$ cat config.mk
export PLATFORM = sky130hd
export DESIGN_NAME = bpsk_code_gen_flat
export DESIGN_NICKNAME = d
export VERILOG_FILES = /design/src/rtl/hfswr_tx_pkg.sv /design/src/rtl/bpsk_code_gen_if.sv /design/src/rtl/chip_timer.sv /design/src/rtl/bpsk_code_gen.sv /design/src/flat_wrapper.sv
export SDC_FILE = /design/constraint.sdc
export NUM_CORES = 1
export LEC_CHECK = 0
export BUFFER_PORTS_ARGS = -buffer_cell sky130_fd_sc_hd__buf_2
export CELL_PAD_IN_SITES_DETAIL_PLACEMENT = 0
export CELL_PAD_IN_SITES_GLOBAL_PLACEMENT = 1
export CORE_AREA = 2 2 123 125
export CTS_BUF_LIST = sky130_fd_sc_hd__clkbuf_8 sky130_fd_sc_hd__clkbuf_16
export CTS_CLUSTER_SIZE = 28
export DETAILED_ROUTE_END_ITERATION = 6
export DIE_AREA = 0 0 125 127
export PLACE_DENSITY = 0.94
export REMOVE_ABC_BUFFERS = 1
export SLEW_MARGIN = 25
export SYNTH_ARGS = -nofsm -noshare
export SYNTH_HDL_FRONTEND = slang
export SYNTH_SLANG_ARGS = --single-unit
$ cat constraint.sdc
create_clock -name clk -period 6.49 [get_ports clk]
set_input_delay 0.649 -clock clk [delete_from_list [all_inputs] [get_ports clk]]
set_output_delay 0.649 -clock clk [all_outputs]
set_load 0.005 [all_outputs]
$ cat src/rtl/hfswr_tx_pkg.sv
// Shared HFSWR transmit definitions: sequencer state encoding, sizing, DAC
// mid-scale constant and the Barker-13 reference code.
package hfswr_tx_pkg;

  localparam int CODE_MAX = 16;
  localparam int DIV_W    = 16;
  localparam int PRI_W    = 24;
  localparam int LEN_W    = 5;

  localparam int                 DAC_W    = 14;
  localparam logic [DAC_W-1:0]   CERO_DAC = 14'h2000;

  localparam logic [CODE_MAX-1:0] BARKER13     = 16'h1F35;
  localparam int                  BARKER13_LEN = 13;

  typedef enum logic [1:0] {
    IDLE,
    PULSE,
    OFF
  } state_e;

  // Zero length means one chip; anything past the code register is clamped.
  function automatic logic [LEN_W-1:0] sanitize_len(input logic [LEN_W-1:0] len);
    if (len == '0)
      return LEN_W'(1);
    else if (len > LEN_W'(CODE_MAX))
      return LEN_W'(CODE_MAX);
    else
      return len;
  endfunction

  function automatic logic [DIV_W-1:0] sanitize_div(input logic [DIV_W-1:0] div);
    return (div == '0) ? DIV_W'(1) : div;
  endfunction

endpackage

$ cat src/rtl/bpsk_code_gen_if.sv
// Configuration and chip-stream bundle between the pulse controller and the
// code sequencer. BPSK_CODE_GEN_PULSE_CNT_EN adds the pulse_count return.
interface bpsk_code_gen_if;
  import hfswr_tx_pkg::*;

  logic                 enable;
  logic [CODE_MAX-1:0]  code_word;
  logic [LEN_W-1:0]     code_len;
  logic [DIV_W-1:0]     chip_div;
  logic [PRI_W-1:0]     pri;

  logic                 cod;
  logic                 tx_gate;
  logic                 chip_stb;
  logic                 pulse_sync;
  logic                 busy;

`ifdef BPSK_CODE_GEN_PULSE_CNT_EN
  logic [15:0]          pulse_count;

  modport master (
    output enable, code_word, code_len, chip_div, pri,
    input  cod, tx_gate, chip_stb, pulse_sync, busy, pulse_count
  );

  modport slave (
    input  enable, code_word, code_len, chip_div, pri,
    output cod, tx_gate, chip_stb, pulse_sync, busy, pulse_count
  );
`else
  modport master (
    output enable, code_word, code_len, chip_div, pri,
    input  cod, tx_gate, chip_stb, pulse_sync, busy
  );

  modport slave (
    input  enable, code_word, code_len, chip_div, pri,
    output cod, tx_gate, chip_stb, pulse_sync, busy
  );
`endif

endinterface

$ cat src/rtl/chip_timer.sv
// Chip-period divider and chip index for one pulse; flags the first and last
// cycle of each chip and the final cycle of the whole code.
module chip_timer
  import hfswr_tx_pkg::*;
(
  input  logic              clk,
  input  logic              rst,
  input  logic              clear_i,
  input  logic              run_i,
  input  logic [DIV_W-1:0]  div_i,
  input  logic [LEN_W-1:0]  len_i,
  output logic              chip_first_o,
  output logic              chip_end_o,
  output logic              pulse_last_o
);

  localparam logic [DIV_W-1:0] DIV_ONE = DIV_W'(1);
  localparam logic [LEN_W-1:0] LEN_ONE = LEN_W'(1);

  logic [DIV_W-1:0] divCnt_q, divCnt_d;
  logic [LEN_W-1:0] chipIdx_q, chipIdx_d;

  assign chip_first_o = (divCnt_q == '0);
  assign chip_end_o   = (divCnt_q == div_i - DIV_ONE);
  assign pulse_last_o = chip_end_o && (chipIdx_q == len_i - LEN_ONE);

  always_comb begin
    divCnt_d  = divCnt_q;
    chipIdx_d = chipIdx_q;
    if (run_i) begin
      if (chip_end_o) begin
        divCnt_d  = '0;
        chipIdx_d = pulse_last_o ? '0 : chipIdx_q + LEN_ONE;
      end else begin
        divCnt_d  = divCnt_q + DIV_ONE;
      end
    end
  end

  always_ff @(posedge clk) begin
    if (rst || clear_i) begin
      divCnt_q  <= '0;
      chipIdx_q <= '0;
    end else begin
      divCnt_q  <= divCnt_d;
      chipIdx_q <= chipIdx_d;
    end
  end

endmodule

$ cat src/rtl/bpsk_code_gen.sv
// Phase-code chip sequencer feeding the BPSK mixer: MSB-first code, chip
// divider and PRI timing. BPSK_CODE_GEN_PULSE_CNT_EN adds a 16-bit pulse counter.
module bpsk_code_gen
  import hfswr_tx_pkg::*;
(
  input  logic           clk,
  input  logic           rst,
  bpsk_code_gen_if.slave bus
);

  localparam logic [PRI_W:0]   PRI_INC = (PRI_W+1)'(1);
  localparam logic [LEN_W-1:0] LEN_ONE = LEN_W'(1);
  localparam logic [DIV_W-1:0] DIV_ONE = DIV_W'(1);

  state_e              state_q;
  logic [CODE_MAX-1:0] code_q, code_d;
  logic [LEN_W-1:0]    len_q, lenSan;
  logic [DIV_W-1:0]    div_q, divSan;
  logic [PRI_W-1:0]    pri_q, priCnt_q;
  logic [PRI_W:0]      priNext;
  logic                priDone, startPulse;
  logic                chipFirst, chipEnd, pulseLast;
  logic                cod_q, txGate_q, chipStb_q, pulseSync_q, busy_q;

  assign lenSan = sanitize_len(bus.code_len);
  assign divSan = sanitize_div(bus.chip_div);

  // Left-align the code so the current chip is always the register MSB.
  assign code_d = bus.code_word << (LEN_W'(CODE_MAX) - lenSan);

  assign priNext    = {1'b0, priCnt_q} + PRI_INC;
  assign priDone    = priNext >= {1'b0, pri_q};
  assign startPulse = bus.enable &&
                      ((state_q == IDLE) || ((state_q == OFF) && priDone));

  chip_timer u_chip_timer (
    .clk          (clk),
    .rst          (rst),
    .clear_i      (startPulse),
    .run_i        (state_q == PULSE),
    .div_i        (div_q),
    .len_i        (len_q),
    .chip_first_o (chipFirst),
    .chip_end_o   (chipEnd),
    .pulse_last_o (pulseLast)
  );

  always_ff @(posedge clk) begin
    if (rst) begin
      state_q     <= IDLE;
      code_q      <= '0;
      len_q       <= LEN_ONE;
      div_q       <= DIV_ONE;
      pri_q       <= '0;
      priCnt_q    <= '0;
      cod_q       <= 1'b1;
      txGate_q    <= 1'b0;
      chipStb_q   <= 1'b0;
      pulseSync_q <= 1'b0;
      busy_q      <= 1'b0;
    end else begin
      cod_q       <= 1'b1;
      txGate_q    <= 1'b0;
      chipStb_q   <= 1'b0;
      pulseSync_q <= 1'b0;
      busy_q      <= (state_q != IDLE);

      case (state_q)
        IDLE: ;
        PULSE: begin
          cod_q       <= code_q[CODE_MAX-1];
          txGate_q    <= 1'b1;
          chipStb_q   <= chipFirst;
          pulseSync_q <= (priCnt_q == '0);
          priCnt_q    <= priNext[PRI_W-1:0];
          if (chipEnd)
            code_q <= code_q << 1;
          if (pulseLast)
            state_q <= OFF;
        end
        OFF: begin
          if (!priDone)
            priCnt_q <= priNext[PRI_W-1:0];
          else if (!bus.enable)
            state_q <= IDLE;
        end
        default: state_q <= IDLE;
      endcase

      // The configuration is frozen here for the whole repetition.
      if (startPulse) begin
        state_q  <= PULSE;
        code_q   <= code_d;
        len_q    <= lenSan;
        div_q    <= divSan;
        pri_q    <= bus.pri;
        priCnt_q <= '0;
      end
    end
  end

  assign bus.cod        = cod_q;
  assign bus.tx_gate    = txGate_q;
  assign bus.chip_stb   = chipStb_q;
  assign bus.pulse_sync = pulseSync_q;
  assign bus.busy       = busy_q;

`ifdef BPSK_CODE_GEN_PULSE_CNT_EN
  logic [15:0] pulseCnt_q;

  always_ff @(posedge clk) begin
    if (rst)
      pulseCnt_q <= '0;
    else if ((state_q == PULSE) && (priCnt_q == '0))
      pulseCnt_q <= pulseCnt_q + 16'd1;
  end

  assign bus.pulse_count = pulseCnt_q;
`endif

endmodule

$ cat src/flat_wrapper.sv
// flat-port wrapper written by rule: the top's interface ports become plain ports
module bpsk_code_gen_flat import hfswr_tx_pkg::*;
  (clk, rst, bus_enable, bus_code_word, bus_code_len, bus_chip_div, bus_pri, bus_cod, bus_tx_gate, bus_chip_stb, bus_pulse_sync, bus_busy);
  bpsk_code_gen_if bus_i ();
  input  logic clk;
  input  logic rst;
  input wire logic [$bits(bus_i.enable)-1:0] bus_enable;
  input wire logic [$bits(bus_i.code_word)-1:0] bus_code_word;
  input wire logic [$bits(bus_i.code_len)-1:0] bus_code_len;
  input wire logic [$bits(bus_i.chip_div)-1:0] bus_chip_div;
  input wire logic [$bits(bus_i.pri)-1:0] bus_pri;
  output wire logic [$bits(bus_i.cod)-1:0] bus_cod;
  output wire logic [$bits(bus_i.tx_gate)-1:0] bus_tx_gate;
  output wire logic [$bits(bus_i.chip_stb)-1:0] bus_chip_stb;
  output wire logic [$bits(bus_i.pulse_sync)-1:0] bus_pulse_sync;
  output wire logic [$bits(bus_i.busy)-1:0] bus_busy;
  assign bus_i.enable = bus_enable;
  assign bus_i.code_word = bus_code_word;
  assign bus_i.code_len = bus_code_len;
  assign bus_i.chip_div = bus_chip_div;
  assign bus_i.pri = bus_pri;
  assign bus_cod = bus_i.cod;
  assign bus_tx_gate = bus_i.tx_gate;
  assign bus_chip_stb = bus_i.chip_stb;
  assign bus_pulse_sync = bus_i.pulse_sync;
  assign bus_busy = bus_i.busy;
  bpsk_code_gen u_core (.clk(clk), .rst(rst), .bus(bus_i));
endmodule
* Yosys cells after proc, flatten, opt, wreduce, memory -nomap -nowiden *
Index checks and enable logic that the tools add are counted.

storage, ports and cells
  output and inout bits = 5
  bits in registers = 113

operators by class
  order comparisons = 2
  muxes and demuxes = 16
  shift operators = 1
  bitwise operators = 2
  reductions and logical operators = 21
  add/subtract/negate cells = 6
  equal/unequal tests = 12

operators with widths
  kind                   count
  $mux 16                5
  $pmux 24 s2            1
  $logic_not 16->1       2
  $add 24x1->25 const B  1
  $ge 25x24->1           1
  $logic_not 24->1       1
  $mux 24                1
  $add 16x1->16 const B  1
  $eq 16x16->1           1
  $shl 16x5->16          1
  $sub 16x1->16 const B  1
  $mux 5                 3
  $reduce_and 4->1       2
  $reduce_bool 2->1      4
  $mux 2                 3
  $ne 2x2->1 const B     3
  $ne 3x2->1 const B     2
  $pmux 2 s3             1
  $reduce_and 2->1       3
  $add 5x1->5 const B    1
  $eq 5x5->1             1
  $gt 5x5->1 const B     1
  $logic_not 5->1        1
  $sub 5x1->5 const B    1
  11 further kinds       18

* Longest topological paths before layout *
  depth after elaboration = 7
  depth in mapped cells = 18

* By module *
From an unflattened synthesis, not the netlist that was laid out.

unflattened totals
  cells, all modules = 895
  area, all modules = 7129.3 um^2

modules (own cells, without submodules)
  module         area each (um^2)  cells an instance  seq. area each (um^2)  times used
  bpsk_code_gen  5235.0            664                1841.8                 1
  chip_timer     1894.3            231                420.4                  1

* Worst setup path before layout *
Ideal clock, no wire load.

  path type = register -> register
  start = register u_core.priCnt_q[0]
  end = register u_core.priCnt_q[3]
  slack = 2.755 ns
  required time = 6.362 ns
  arrival time = 3.607 ns
  period minus slack after synthesis = 3.735 ns
  cell stages (with the launch flop) = 17
  cell sequence = dfxtp_1 ha_1 nand3_1 nor3_1 nand4_1 xnor2_1 ha_1 nand4_1 nor4_1 o31ai_1 o211ai_1 a21o_1 nand3_1 nand2b_1 clkbuf_1 clkbuf_1 nor2_1

on the way
  cells in the longest elaborated chain, start to end = 6
  elaborated cells between the ends (all ways) = 10
  classes of those cells = 1 x add/sub; 1 x order compare; 1 x eq/ne; 2 x mux; 5 x reduce/logical

RTL lines
  what                              RTL line             text
  start, declared                   bpsk_code_gen.sv:19  logic [PRI_W-1:0] pri_q, priCnt_q;
  start signal, assigned            bpsk_code_gen.sv:75  priCnt_q <= priNext[PRI_W-1:0];
  start signal, assigned            bpsk_code_gen.sv:83  priCnt_q <= priNext[PRI_W-1:0];
  $add 24x1->25 (*)                 bpsk_code_gen.sv:31  assign priNext = {1'b0, priCnt_q} + PRI_INC;
  net u_core.priNext[14]            bpsk_code_gen.sv:20  logic [PRI_W:0] priNext;
  $ge 25x24->1 (*)                  bpsk_code_gen.sv:32  assign priDone = priNext >= {1'b0, pri_q};
  $logic_and 1x1->1                 bpsk_code_gen.sv:34  ((state_q == IDLE) || ((state_q == OFF) && priDone));
  $logic_or 1x1->1                  bpsk_code_gen.sv:34
  $logic_and 1x1->1                 bpsk_code_gen.sv:33  assign startPulse = bus.enable &&
  $reduce_or 2->1 (no source line)  n/a

Mark *: on every way through the listed nets, which the timed path passes. The rest lies on a longest branch. The select of a mux whose other input is x is not followed.
A chain may end at the register's enable or synchronous reset.

* Final worst setup path *
  start = register u_core.priCnt_q[0]
  end = register u_core.div_q[12]

on the way
  cells in the longest elaborated chain, start to end = 5

RTL lines
  what                    RTL line             text
  $add 24x1->25           bpsk_code_gen.sv:31
  net u_core.priNext[14]  bpsk_code_gen.sv:20
  $ge 25x24->1            bpsk_code_gen.sv:32
  $logic_and 1x1->1       bpsk_code_gen.sv:34
  $logic_or 1x1->1        bpsk_code_gen.sv:34
  $logic_and 1x1->1       bpsk_code_gen.sv:33
  end signal, assigned    bpsk_code_gen.sv:95  div_q <= divSan;
  end, declared           bpsk_code_gen.sv:18  logic [DIV_W-1:0] div_q, divSan;

The timed path passes the listed nets, and every way through them passes these cells.

==> impl_metrics.json <==
{
  "status": "completed",
  "worst_skew_pair.late_latency_ps": 420,
  "worst_r2r_endpoint": "u_core.div_q[12]$_SDFFE_PP0P_",
  "synth-seq-area-share_pct": 33.2,
  "drt_pre_antenna_iters": 5,
  "mappedNetlistArea_sq_um": 6820,
  "clockRootBuffer": "sky130_fd_sc_hd__clkbuf_16",
  "cts_hold_repair.buffers": 0,
  "post-synth-top-area-fraction_pct": 33.2,
  "final.setup_skew_ps": 5.57,
  "synth_cells": 840,
  "final_core_utilization_pct": 54.3,
  "synth_compound_gate_area_share_pct": 16.0,
  "dieWidth_um": 125,
  "setup.worst_path.end_class": "flop",
  "clk_pin_slew_worst_paths_ps": 50,
  "vdd_drop_max_uv": 189,
  "avgRoutedWirePerCell_um": 15.2,
  "insertedDiodeCount": 0,
  "postSynthAreaPerCell_sq_um": 8.12,
  "timing_hold_violations_final": 0,
  "cts-root-to-sink-buffers": 2,
  "num_vias": 6169,
  "regToRegStartpoint": "u_core.priCnt_q[0]$_SDFFE_PP0P_",
  "unrepaired_setup_endpoints_after_global_routing": "false",
  "ys_async_sr_fraction_pct": 0,
  "worst-endpoint-arrival_ps": 5320,
  "wirelength_routed_um": 16500,
  "startpoint_type": "flop",
  "htreeDepth": 4,
  "die-height_um": 127,
  "die_area_sq_um": 15900,
  "global_route_wire_length_before_repair_um": 27600,
  "row_count": 44,
  "worstSetupPathType": "flop to flop",
  "whs_path_depth": 2,
  "max-cap-violations": 0,
  "total_gr_overflow": 0,
  "layout_min_cycle_time_ps": 4960,
  "global_route.usage.met1_pct": 27.9,
  "count_of_antenna_violating_nets_left_after_detailed_routing": 0,
  "proportion_of_layout_cells_with_a_drive_suffix_above_1_pct": 13.0,
  "final_wtd_congestion": 0.866,
  "cts_tree": "done",
  "core_footprint_sq_um": 14400,
  "tightestPinTransition_ps": 1000,
  "synth-edff-count": 0,
  "synthesized_area_fraction_occupied_by_and_or_nand_nor_cells_pct": 23.1,
  "final-setup-viol-count": 0,
  "count_of_buffers_from_port_buffering": 68,
  "post_synth_main_area_contributors": "sky130_fd_sc_hd__dfxtp_1, sky130_fd_sc_hd__xor2_1, sky130_fd_sc_hd__nand2_1",
  "synth.mux.area_fraction_pct": 6.93,
  "synthAdderAreaFrac_pct": 5.87,
  "synth_cell_type_count": 57,
  "drcViolationCount": 0,
  "hold_path_startpoint": "u_core.pri_q[22]$_SDFFE_PP0P_",
  "timing.fmax_mhz": 201,
  "reg2reg_slack_ps": 1530,
  "cts_repair_resize_count": 0,
  "ioPinCount": 69,
  "synth_top_area_cell": "sky130_fd_sc_hd__dfxtp_1",
  "post_drt_via_cell_ratio": 5.68,
  "tritoncts.num_buffers": 17,
  "met2_demand_to_capacity_share_in_global_routing_pct": 33.9,
  "max_slew_margin_pct": 33.0,
  "globalRouteMet3Util_pct": 5.15,
  "post_synth_xor_area_fraction_pct": 10.4,
  "crit_required_ps": 6840,
  "numClockSinks": 113,
  "via_count_of_the_first_global_routing_pass": 5758,
  "pin_count_of_the_biggest_net_entering_global_routing": 48,
  "synthesis.yosys.warnings": 0,
  "synth.ff_latch_count": 113,
  "synthToLayoutAreaGrowth_pct": 14.8,
  "nNetsFinal": 987,
  "dpl.hpwl_um": 11900,
  "path_max_fanout": 16,
  "worst_r2r_path_depth": 14,
  "post-cts-setup-buffers": 0,
  "pre_cts_ws_ps": 1600,
  "dominant_combinational_cell_family_by_area_after_synthesis": "simple AND/OR/NAND/NOR gates",
  "global_route_usage_sum_pct": 21.1,
  "grt.busiest_layer": "met2",
  "slew_violations": 0,
  "drt_first_iter_violations": 424,
  "min_delay_worst_endpoint": "u_core.pri_q[22]$_SDFFE_PP0P_",
  "antenna_violations_before_repair": 0,
  "layout.filler_cells": 1417,
  "initial_core_util_pct": 47.3,
  "power_density_nw_per_um2": 242,
  "hold_path.class": "flop to flop",
  "ys.flop_type": "sky130_fd_sc_hd__dfxtp_1",
  "finalSetupTns_ps": 0,
  "timing.final.ws_setup_ps": 1530,
  "p_leak_nw": 3.32,
  "final.period_utilization_pct": 76.5
}
routing by layer:
metal	share of wire (%)	vias up	wire length, um
met5	0	-	0
met4	1.9	0	306
met3	5.3	36	872
met2	46	178	7590
met1	47	2881	7760
li1	-	3074	-
cells by family after synthesis:
| family | count (synthesis) |
|---|---|
| adder cells (fa/ha/maj) | 32 |
| AND/OR/NAND/NOR | 324 |
| AO/OA/AOI/OAI | 172 |
| flip-flops | 113 |
| multiplexers | 36 |
| buffers and inverters | 82 |
| XOR/XNOR | 81 |
sequential cells by signal (all words and copies together) (netlist names):
name and count:
u_core.len_q 5, u_core.pri_q 24, u_core.bus.chip_stb 1, u_core.bus.busy 1, u_core.code_q 16, u_core.state_q 2, u_core.bus.tx_gate 1, u_core.div_q 16
u_core.bus.pulse_sync 1, u_core.u_chip_timer.chipIdx_q 5, u_core.bus.cod 1, u_core.u_chip_timer.divCnt_q 16, u_core.priCnt_q 24
worst max-delay path: stages (launching register included):
cell                       delay (ps)
sky130_fd_sc_hd__dfxtp_1          370
sky130_fd_sc_hd__ha_1             220
sky130_fd_sc_hd__nand3_1          180
sky130_fd_sc_hd__nor3_1           800
sky130_fd_sc_hd__nand4_1          260
sky130_fd_sc_hd__xnor2_1          200
sky130_fd_sc_hd__ha_1             310
sky130_fd_sc_hd__nand4_1          110
sky130_fd_sc_hd__nor4_1           470
sky130_fd_sc_hd__o31ai_1          170
sky130_fd_sc_hd__o211ai_1         150
sky130_fd_sc_hd__a21o_1           220
sky130_fd_sc_hd__nand3_2          290
sky130_fd_sc_hd__nor2_1           880
sky130_fd_sc_hd__a22o_1           250
synth_stat cells (19+ instances only):
master	instances
sky130_fd_sc_hd__nand2_1	109
sky130_fd_sc_hd__nand3_1	31
sky130_fd_sc_hd__xor2_1	51
sky130_fd_sc_hd__o21ai_0	29
sky130_fd_sc_hd__nor4_1	19
sky130_fd_sc_hd__clkbuf_1	40
sky130_fd_sc_hd__xnor2_1	30
sky130_fd_sc_hd__a21oi_1	65
sky130_fd_sc_hd__dfxtp_1	113
sky130_fd_sc_hd__nor2_1	72
sky130_fd_sc_hd__inv_1	38
sky130_fd_sc_hd__mux2i_1	27
sky130_fd_sc_hd__ha_1	32
final cells by class:
cell class	instances	area [sq um]	share of cell area, %
Tap cell	184	230	2.94
Timing Repair Buffer	76	400	5.11
Sequential cell	113	2260	28.9
Clock inverter	10	72.6	0.927
Clock buffer	20	467	5.96
Multi-Input combinational cell	645	4260	54.3
Inverter	38	143	1.82
power breakdown:
group	total [mW]	internal [mW]	switching [mW]	leakage, nW
registers	0.751	0.726	0.0248	0.921
logic	0.296	0.119	0.177	2.12
clock network	0.851	0.541	0.310	0.282
total	1.90	1.39	0.511	3.32
worst max path at each step:
| stage | from | endpoint |
|---|---|---|
| final | u_core.priCnt_q[0]$_SDFFE_PP0P_ | u_core.div_q[12]$_SDFFE_PP0P_ |
| after global routing | u_core.priCnt_q[0]$_SDFFE_PP0P_ | u_core.code_q[3]$_SDFFE_PP0P_ |
| after CTS | u_core.priCnt_q[0]$_SDFFE_PP0P_ | u_core.priCnt_q[0]$_SDFFE_PP0P_ |
| after detailed placement | u_core.priCnt_q[0]$_SDFFE_PP0P_ | u_core.code_q[2]$_SDFFE_PP0P_ |
| after global placement | u_core.priCnt_q[0]$_SDFFE_PP0P_ | u_core.div_q[0]$_SDFFE_PP1P_ |
| after floorplan | u_core.priCnt_q[0]$_SDFFE_PP0P_ | u_core.priCnt_q[0]$_SDFFE_PP0P_ |
stage by stage:
| step | area [sq um] | cells | hold slack [ps] | power [mW] |
|---|---|---|---|---|
| 2_1_floorplan | 6660 | 796 | 415 | 0.960 |
| 3_3_place_gp | 7290 | 1056 | 445 | 1.05 |
| 3_5_place_dp | 7290 | 1056 | 449 | 1.06 |
| 4_1_cts | 7830 | 1086 | 441 | 1.91 |
| 5_1_grt | 7830 | 1086 | 452 | 1.99 |
| 6_report | 7830 | 1086 | 452 | 1.90 |
layout by cell type (no fill, tap or decap), types with 29 or more instances in the layout:
master and count:
sky130_fd_sc_hd__a21oi_1 65, sky130_fd_sc_hd__nor2_1 72, sky130_fd_sc_hd__o21ai_0 29, sky130_fd_sc_hd__xor2_1 51, sky130_fd_sc_hd__ha_1 32, sky130_fd_sc_hd__xnor2_1 30, sky130_fd_sc_hd__nand3_1 30, sky130_fd_sc_hd__nand2_1 109
sky130_fd_sc_hd__buf_2 68, sky130_fd_sc_hd__inv_1 42, sky130_fd_sc_hd__dfxtp_1 113
(Power assumes the default switching activity.)
